File: src/rtl/fnd_page_scanner_pkg.sv
// Shared constants and helpers for the paged, multiplexed seven-segment scanner.
// Helpers are sized for the widest legal build (8 digits, 4 pages).
package fnd_page_scanner_pkg;

    localparam logic [7:0] SEG_BLANK  = 8'hFF;
    localparam int         MAX_DIGITS = 8;
    localparam int         MAX_PAGES  = 4;

    function automatic logic [MAX_DIGITS-1:0] digit_an(input logic [2:0] idx);
        logic [MAX_DIGITS-1:0] an;
        an      = '1;
        an[idx] = 1'b0;
        return an;
    endfunction

    // Walks downward so the closest enabled page above cur (cyclically) wins; cur if none.
    function automatic logic [1:0] next_page(input logic [MAX_PAGES-1:0] en,
                                             input logic [1:0] cur,
                                             input int pages);
        logic [1:0] res;
        int         p;
        res = cur;
        for (int k = MAX_PAGES - 1; k >= 1; k--) begin
            if (k < pages) begin
                p = (int'(cur) + k) % pages;
                if (en[p[1:0]]) res = p[1:0];
            end
        end
        return res;
    endfunction

endpackage

File: src/rtl/fnd_tick_div.sv
// Free-running modulo-N counter with a terminal-count pulse on the last count.
module fnd_tick_div #(
    parameter  int N = 4,
    localparam int W = (N > 1) ? $clog2(N) : 1
) (
    input  logic         clk,
    input  logic         rst_n,
    output logic [W-1:0] count,
    output logic         tc
);

    logic [W-1:0] cnt_q, cnt_d;

    always_comb begin
        tc    = (cnt_q == W'(N - 1));
        cnt_d = tc ? '0 : cnt_q + 1'b1;
    end

    always_ff @(posedge clk or negedge rst_n) begin
        if (!rst_n) cnt_q <= '0;
        else        cnt_q <= cnt_d;
    end

    assign count = cnt_q;

endmodule

File: src/rtl/fnd_page_scanner.sv
// Multiplexed seven-segment driver that rotates through enabled pages of digit codes,
// with anti-ghost blanking, per-digit blink, page jump requests and hold.
module fnd_page_scanner
    import fnd_page_scanner_pkg::*;
#(
    parameter  int DIGITS    = 4,
    parameter  int PAGES     = 2,
    parameter  int SCAN_DIV  = 100_000,
    parameter  int BLANK_CYC = 16,
    parameter  int SEC_DIV   = 100_000_000,
    parameter  int BLINK_DIV = 50_000_000,
    localparam int PW        = (PAGES > 1) ? $clog2(PAGES) : 1,
    localparam int DW        = $clog2(DIGITS),
    localparam int SW        = (SCAN_DIV > 1) ? $clog2(SCAN_DIV) : 1,
    localparam int TW        = (SEC_DIV > 1) ? $clog2(SEC_DIV) : 1,
    localparam int BW        = (BLINK_DIV > 1) ? $clog2(BLINK_DIV) : 1
) (
    input  logic                       clk,
    input  logic                       rst_n,
    input  logic [PAGES*DIGITS*8-1:0]  page_seg,
    input  logic [PAGES-1:0]           page_en,
    input  logic [3:0]                 dwell_sec,
    input  logic                       hold,
    input  logic                       page_sel_valid,
    input  logic [PW-1:0]              page_sel,
    input  logic [DIGITS-1:0]          blink_mask,
    output logic [7:0]                 seg,
    output logic [DIGITS-1:0]          an,
    output logic [PW-1:0]              cur_page,
    output logic                       page_changed
);

    logic [SW-1:0] scan_cnt;
    logic          scan_tc, tick_tc, blink_tc;
    logic [TW-1:0] tick_cnt_unused;
    logic [BW-1:0] blink_cnt_unused;

    fnd_tick_div #(.N(SCAN_DIV))  u_scan  (.clk(clk), .rst_n(rst_n), .count(scan_cnt),         .tc(scan_tc));
    fnd_tick_div #(.N(SEC_DIV))   u_tick  (.clk(clk), .rst_n(rst_n), .count(tick_cnt_unused),  .tc(tick_tc));
    fnd_tick_div #(.N(BLINK_DIV)) u_blink (.clk(clk), .rst_n(rst_n), .count(blink_cnt_unused), .tc(blink_tc));

    logic [DW-1:0]     digit_q, digit_d;
    logic              blink_q, blink_d;
    logic [PW-1:0]     cur_page_q, cur_page_d;
    logic [3:0]        dwell_q, dwell_d;
    logic              page_changed_q, page_changed_d;
    logic [7:0]        seg_q, seg_d;
    logic [DIGITS-1:0] an_q, an_d;

    logic [MAX_PAGES-1:0]  en_ext;
    logic [3:0]            dwell_lim;
    logic [PW-1:0]         nxt_page;
    logic                  any_en, sel_ok, cur_ok, blank;
    logic [MAX_DIGITS-1:0] an_full;

    always_comb begin
        digit_d = digit_q;
        if (scan_tc) digit_d = (digit_q == DW'(DIGITS - 1)) ? '0 : digit_q + 1'b1;
        blink_d = blink_tc ? ~blink_q : blink_q;
    end

    // Page selection: jump request beats disabled-page recovery, which beats dwell expiry.
    always_comb begin
        en_ext         = MAX_PAGES'(page_en);
        any_en         = |page_en;
        sel_ok         = page_sel_valid && en_ext[2'(page_sel)];
        cur_ok         = en_ext[2'(cur_page_q)];
        dwell_lim      = (dwell_sec == 4'd0) ? 4'd1 : dwell_sec;
        nxt_page       = PW'(next_page(en_ext, 2'(cur_page_q), PAGES));
        cur_page_d     = cur_page_q;
        dwell_d        = dwell_q;
        if (sel_ok) begin
            cur_page_d = page_sel;
            dwell_d    = '0;
        end else if (!any_en) begin
            dwell_d    = '0;
        end else if (!cur_ok) begin
            cur_page_d = nxt_page;
            dwell_d    = '0;
        end else if (tick_tc && !hold) begin
            if (dwell_q == dwell_lim - 4'd1) begin
                cur_page_d = nxt_page;
                dwell_d    = '0;
            end else begin
                dwell_d    = dwell_q + 4'd1;
            end
        end
        page_changed_d = (cur_page_d != cur_page_q);
    end

    always_comb begin
        an_full = digit_an(3'(digit_q));
        blank   = (int'(scan_cnt) < BLANK_CYC) || !any_en || (blink_q && blink_mask[digit_q]);
        seg_d   = blank ? SEG_BLANK : page_seg[(int'(cur_page_q) * DIGITS + int'(digit_q)) * 8 +: 8];
        an_d    = blank ? '1 : an_full[DIGITS-1:0];
    end

    always_ff @(posedge clk or negedge rst_n) begin
        if (!rst_n) begin
            digit_q        <= '0;
            blink_q        <= 1'b0;
            cur_page_q     <= '0;
            dwell_q        <= '0;
            page_changed_q <= 1'b0;
            seg_q          <= SEG_BLANK;
            an_q           <= '1;
        end else begin
            digit_q        <= digit_d;
            blink_q        <= blink_d;
            cur_page_q     <= cur_page_d;
            dwell_q        <= dwell_d;
            page_changed_q <= page_changed_d;
            seg_q          <= seg_d;
            an_q           <= an_d;
        end
    end

    assign seg          = seg_q;
    assign an           = an_q;
    assign cur_page     = cur_page_q;
    assign page_changed = page_changed_q;

endmodule

File: config.mk
export PLATFORM = sky130hd
export DESIGN_NAME = fnd_page_scanner
export DESIGN_NICKNAME = d
export VERILOG_FILES = /design/src/rtl/fnd_page_scanner_pkg.sv /design/src/rtl/fnd_tick_div.sv /design/src/rtl/fnd_page_scanner.sv
export SDC_FILE = /design/constraint.sdc
export NUM_CORES = 1
export LEC_CHECK = 0
export ABC_AREA = 1
export CAP_MARGIN = 10
export CORE_UTILIZATION = 35
export CTS_BUF_LIST = sky130_fd_sc_hd__clkbuf_8
export DETAILED_ROUTE_END_ITERATION = 7
export HOLD_SLACK_MARGIN = 0.1
export PLACE_DENSITY = 0.62
export SYNTH_ARGS = -nofsm -noshare
export SYNTH_HDL_FRONTEND = slang
export SYNTH_SLANG_ARGS = --single-unit
File: constraint.sdc
create_clock -name clk -period 3.29 [get_ports clk]
set_input_delay 0.658 -clock clk [delete_from_list [all_inputs] [get_ports clk]]
set_output_delay 0.658 -clock clk [all_outputs]
set_load 0.01 [all_outputs]
-- Word-level counts from Yosys, hierarchy flattened
Cells that the tools add are included.
- logic and storage cells: 74
- bits in registers: 91
- bits of input ports: 79
- output and inout port bits: 14
- shift-type cells: 1
- $lt $le $gt $ge: 7
- eq/ne operators: 7
- reduce and logical (&&, ||, !) cells: 10
- bitwise logic cells: 3
- multiplexer cells: 28
- $add $sub $neg: 8
- operator list (operator ; number):
    $shiftx 64x8->8 ; 1
    $mux 4 ; 7
    $add 27x1->27 const B ; 1
    $eq 27x27->1 const B ; 1
    $mux 27 ; 1
    $add 26x1->26 const B ; 1
    $eq 26x26->1 const B ; 1
    $mux 26 ; 1
    $add 17x1->17 const B ; 1
    $eq 17x17->1 const B ; 1
    $lt 17x5->1 const B ; 1
    $mux 17 ; 1
    $mux 1 ; 13
    $mux 8 ; 1
    $lt 1x3->1 const B ; 2
    $lt 2x3->1 const B ; 2
    $add 3x2->4 ; 1
    $add 4x1->4 const B ; 1
    $bmux 1 s2 ; 2
    $eq 4x4->1 ; 1
    $logic_and 1x1->1 ; 4
    $logic_not 4->1 ; 1
    $lt 2x4->1 const B ; 1
    $ne 4x3->1 const B ; 1
    other kinds (14) ; 16

-- Depth between registers and ports, before layout
- depth after elaboration: 11
- mapped depth: 20
- mapped depth without buffers: 20

-- Cells and area by module
A second synthesis with hierarchy kept.
- cell total of the unflattened synthesis: 823
- area, all modules: 5770.5 um2
- by module, submodules not included (module ; seq. area each (um2) ; area an instance (um2) ; instances ; cells an instance):
    fnd_page_scanner ; 540.5 ; 1647.8 ; 1 ; 243
    fnd_tick_div at u_tick ; 675.6 ; 1624.1 ; 1 ; 228
    fnd_tick_div at u_blink ; 650.6 ; 1520.2 ; 1 ; 214
    fnd_tick_div at u_scan ; 425.4 ; 978.4 ; 1 ; 138

-- Worst setup path before layout
Ideal clock, no wire load.
- kind: input port to flip-flop
- from: input dwell_sec[1]
- to: register page_changed_q, in the netlist page_changed
- arrival: 1.988 ns
- stages on the path: 19
- setup time: 0.117 ns
- required time: 3.173 ns
- setup slack: 1.185 ns
- path buffers: 0
- path through: nor2_1 nand2_1 nand2_1 inv_1 ha_1 inv_1 nand2_1 nand3_1 nand2_1 inv_1 nand3_1 nor2_1 nand2_2 nand2_1 nand2_1 nand2_1 nand2_2 nand3_1 nand2_1
- longest elaborated chain between the ends: 10
- ends and longest elaborated chain (what ; line ; RTL):
    from (decl) ; fnd_page_scanner.sv:22 ; input logic [3:0] dwell_sec,
    $logic_not 4->1 ; fnd_page_scanner.sv:68 ; dwell_lim = (dwell_sec == 4'd0) ? 4'd1 : dwell_sec;
    $mux 4 * ; fnd_page_scanner.sv:68 ;
    $sub 4x1->4 * ; fnd_page_scanner.sv:81 ; if (dwell_q == dwell_lim - 4'd1) begin
    $eq 4x4->1 * ; fnd_page_scanner.sv:81 ;
    $mux 1 * ; fnd_page_scanner.sv:81 ;
    $mux 1 * ; fnd_page_scanner.sv:80 ; end else if (tick_tc && !hold) begin
    $mux 1 * ; fnd_page_scanner.sv:77 ; end else if (!cur_ok) begin
    $mux 1 * ; fnd_page_scanner.sv:75 ; end else if (!any_en) begin
    $mux 1 * ; fnd_page_scanner.sv:72 ; if (sel_ok) begin
    $ne 1x1->1 * ; fnd_page_scanner.sv:88 ; page_changed_d = (cur_page_d != cur_page_q);
    net page_changed_d ; fnd_page_scanner.sv:46 ; logic page_changed_q, page_changed_d;
    to (signal assigned) ; fnd_page_scanner.sv:112 ; page_changed_q <= page_changed_d;
    to (decl) ; fnd_page_scanner.sv:46 ;
Mark *: on every way through the listed nets, which the timed path passes. The rest lies on a longest branch.
A chain may end at the register's enable or synchronous reset.

-- Final worst setup path
- from: input dwell_sec[2]
- to: register page_changed_q, in the netlist page_changed
Same word-level chain as after synthesis.

==> summary.txt <==
Drt
  • Starting DRC count in detailed routing: 407
  • Pre-antenna DRT Iters: 5
  • DRT Wirelength: about 13000 um
  • Drt wl/cell: 12.59 um
  • Vias per std cell: 4.777
  • DR vias: about 5000
  • Drc violations: 0
  • Post-DRT Antenna Nets: 0

Critical path
  • CP Data Arrival Time: 2770 ps
  • Crit path required time: 3620 ps
  • CP Max Fanout: 4
  • Worst Setup SP: dwell_sec[2]
  • FF-to-FF End: seg[1]
  • Worst reg2reg startpoint: digit_q[1]
  • R2R depth: 6
  • Worst setup EP type: register
  • Critical setup path kind: input pin to register
  • CP startpoint kind: input pin
  • Reg2reg setup slack: between 1000 and 1500 ps

Layout
  • Area grow syn2layout: 24.21%
  • Final net count: 897
  • Share of cells above drive strength 1: 0.08108
  • Filler instances: 1574
  • Ant. Diodes: 0
  • Fin util: 0.4460

Die
  • Starting Density: 0.3591
  • I/O pins: 93
  • Core area: between 15000 and 20000 um^2
  • Die ar.: 16160 um^2
  • Die X-Extent: about 130 um
  • # rows: 45
  • Vertical die dimension: 127.1 um

Logic synthesis
  • Post-synth top flop: dfrtp_1
  • Post-synthesis sequential area ratio: 0.4184
  • Yosys top cell area share: 0.3608
  • Most frequent cells after synthesis: nand2_1 (111), nor2_1 (111), inv_1 (103)
  • Synthesized area: 5479 um^2
  • Synth warn: 0
  • Share of flip-flops with an asynchronous set or reset: 1.000
  • Syn nets: 805
  • #FFs+latches synth: 91
  • Synth area leaders: dfrtp_1 (36%), nand2_1 (7.6%), nor2_1 (7.6%), inv_1 (7.1%), dfstp_2 (5.8%)
  • Syn Inst Count: 717
  • Post-synth EDFFs: 0
  • Post-synth cell types: 43
  • Cell taking the most area after synthesis: dfrtp_1
  • Syn_area_per_cell: 7.642 um^2

Timing
  • Clock skew: 14.15 ps
  • RSZ-0062 raised after global routing: no
  • Worst slew margin: 0.3098
  • Final Hold Fails: 0
  • Max-slew violation count: 0
  • Setup TNS: 0 ps
  • Endpoints failing setup: 0
  • Final Cycle Share: 0.7409
  • Peak Freq: slightly above 400 MHz
  • Worst-margin pin slew: approximately 1000 ps
  • Tmin final: 2438 ps

Placed design
  • Post-detail-place hpwl: 9564 um
  • IO Port Bufs: 92
  • Gpl congestion: ~0.84

GRT
  • Pin count of the biggest net entering global routing: 84
  • First-pass GRT wire length: around 22000 um
  • Vias in the first global route: between 4000 and 5000
  • GRT overflow: 0
  • Tot GR Track Use: 0.1685
  • Initial antenna violation count: 0

Clocking
  • Clock slew at reported path FFs: 90 ps
  • Hold_buf cts: 0
  • Clk_lat worst skew: 380 ps
  • # clock sinks: 91
  • Longest Clk Path Bufs: 2
  • TritonCTS Buffers: 9
  • H-Tree Depth: 3
  • Cts repair resizes: 0
  • Cell at the root of the clock tree: clkbuf_8
  • Setup Fix Bufs, Post-CTS: 0
  • CTS tree: yes

Hold path
  • Worst Hold Class: input pin to asynchronous set/reset pin

Outcome
  • Outcome: completed

Power
  • LEAKAGE: roughly 3.1 nW
  • VDD IR-drop max: a little over 0.2 mV
  • PD cells: 316.0 nW/um^2

Run
  • Max cap viols: 0
## area by class of cell
class                      count  area (um^2)  area share
multi-input combinational    506         2724      0.4003
sequential                    91         2292      0.3368
timing repair buffer          95        940.9      0.1383
inverter                     106        397.9     0.05847
tap                          211        264.0     0.03879
clock buffer                   9        123.9     0.01820
clock inverter                 7        62.56    0.009193
## per-stage QoR
stage / hold WS [ps] / power [W] / cells / cell area, um^2 / setup slack (ps)
2_1_floorplan: 362.4 / 0.001259 / 717 / 5479 / 1185
3_3_place_gp: 458.2 / 0.001432 / 1009 / 6619 / 507.5
3_5_place_dp: 459.9 / 0.001433 / 1009 / 6619 / 425.4
4_1_cts: 472.4 / 0.002193 / 1025 / 6805 / 853.2
5_1_grt: 500.9 / 0.002256 / 1025 / 6805 / 571.4
6_report: 455.8 / 0.002150 / 1025 / 6805 / 852.4
## sequential cells by signal (all words and copies together) (netlist names)
| register | flops |
|---|---|
| an | 4 |
| page_changed | 1 |
| dwell_q | 4 |
| cur_page | 1 |
| u_blink.count | 26 |
| u_tick.count | 27 |
| digit_q | 2 |
| u_scan.count | 17 |
| blink_q | 1 |
| seg | 8 |
## power breakdown
part | internal, W | total [W] | switching, W
clock network | 0.000344 | 0.000741 | 0.000397
logic | 0.000143 | 0.000245 | 0.000103
registers | 0.00115 | 0.00116 | 0.0000150
total | 0.00164 | 0.00215 | 0.000515
## worst max-delay path: stages
cell and delay, ps:
clkdlybuf4s50_1 470, nor2_1 160, nand2_1 80, nand2_1 80, inv_1 40, ha_1 210, inv_1 80, nand2_1 50
nand3_1 70, nand2_1 50, inv_1 50, nand3_1 60, nor2_1 160, nand2_2 110, nand2_1 60, nand2_1 40
nand2_1 70, nand2_2 80, nand2_2 70, nand2_1 50, nand2_1 70
## cell usage in the layout, fill, tap and decap left out, types with 6 or more instances in the layout
master,instances
nand2_1,111
dfrtp_1,79
ha_1,9
nor2_2,11
nand2_2,6
o22ai_1,19
nor4_1,7
dfstp_2,12
nor3_1,28
clkbuf_8,9
nor2_1,111
inv_1,106
nand3_1,43
xor2_1,24
o21ai_0,53
clkdlybuf4s50_1,91
a21oi_1,18
nand4_1,23
a31oi_1,9
## metal layers
metal	share of wire	track usage	up-vias
li1	-	-	2545
met5	0	0	-
met3	0.058	0.05611	21
met4	0.020	0.04482	0
met1	0.47	0.2284	2217
met2	0.45	0.2569	113
## cells by family (layout without fill, tap and decap cells)
kind of cell               after synthesis  in the layout  share of synthesized area
buffers and inverters                  120            217                    0.08449
adders and majority gates                9              9                    0.02055
AOI/OAI and AO/OA                      107            107                     0.1085
DFF                                     91             91                     0.4184
xor gates and xnor gates                28             28                    0.04476
and+or+nand+nor                        361            361                     0.3213
muxes                                    1              1                   0.002055
## worst max-delay path by stage
| stage | end | cells past startpoint |
|---|---|---|
| after floorplan | page_changed | 19 |
| after global placement | page_changed | 20 |
| after detailed placement | page_changed | 20 |
| after CTS | page_changed | 20 |
| after global routing | page_changed | 21 |
| final | page_changed | 21 |
No activity file was read; power rests on OpenSTA's default activity.
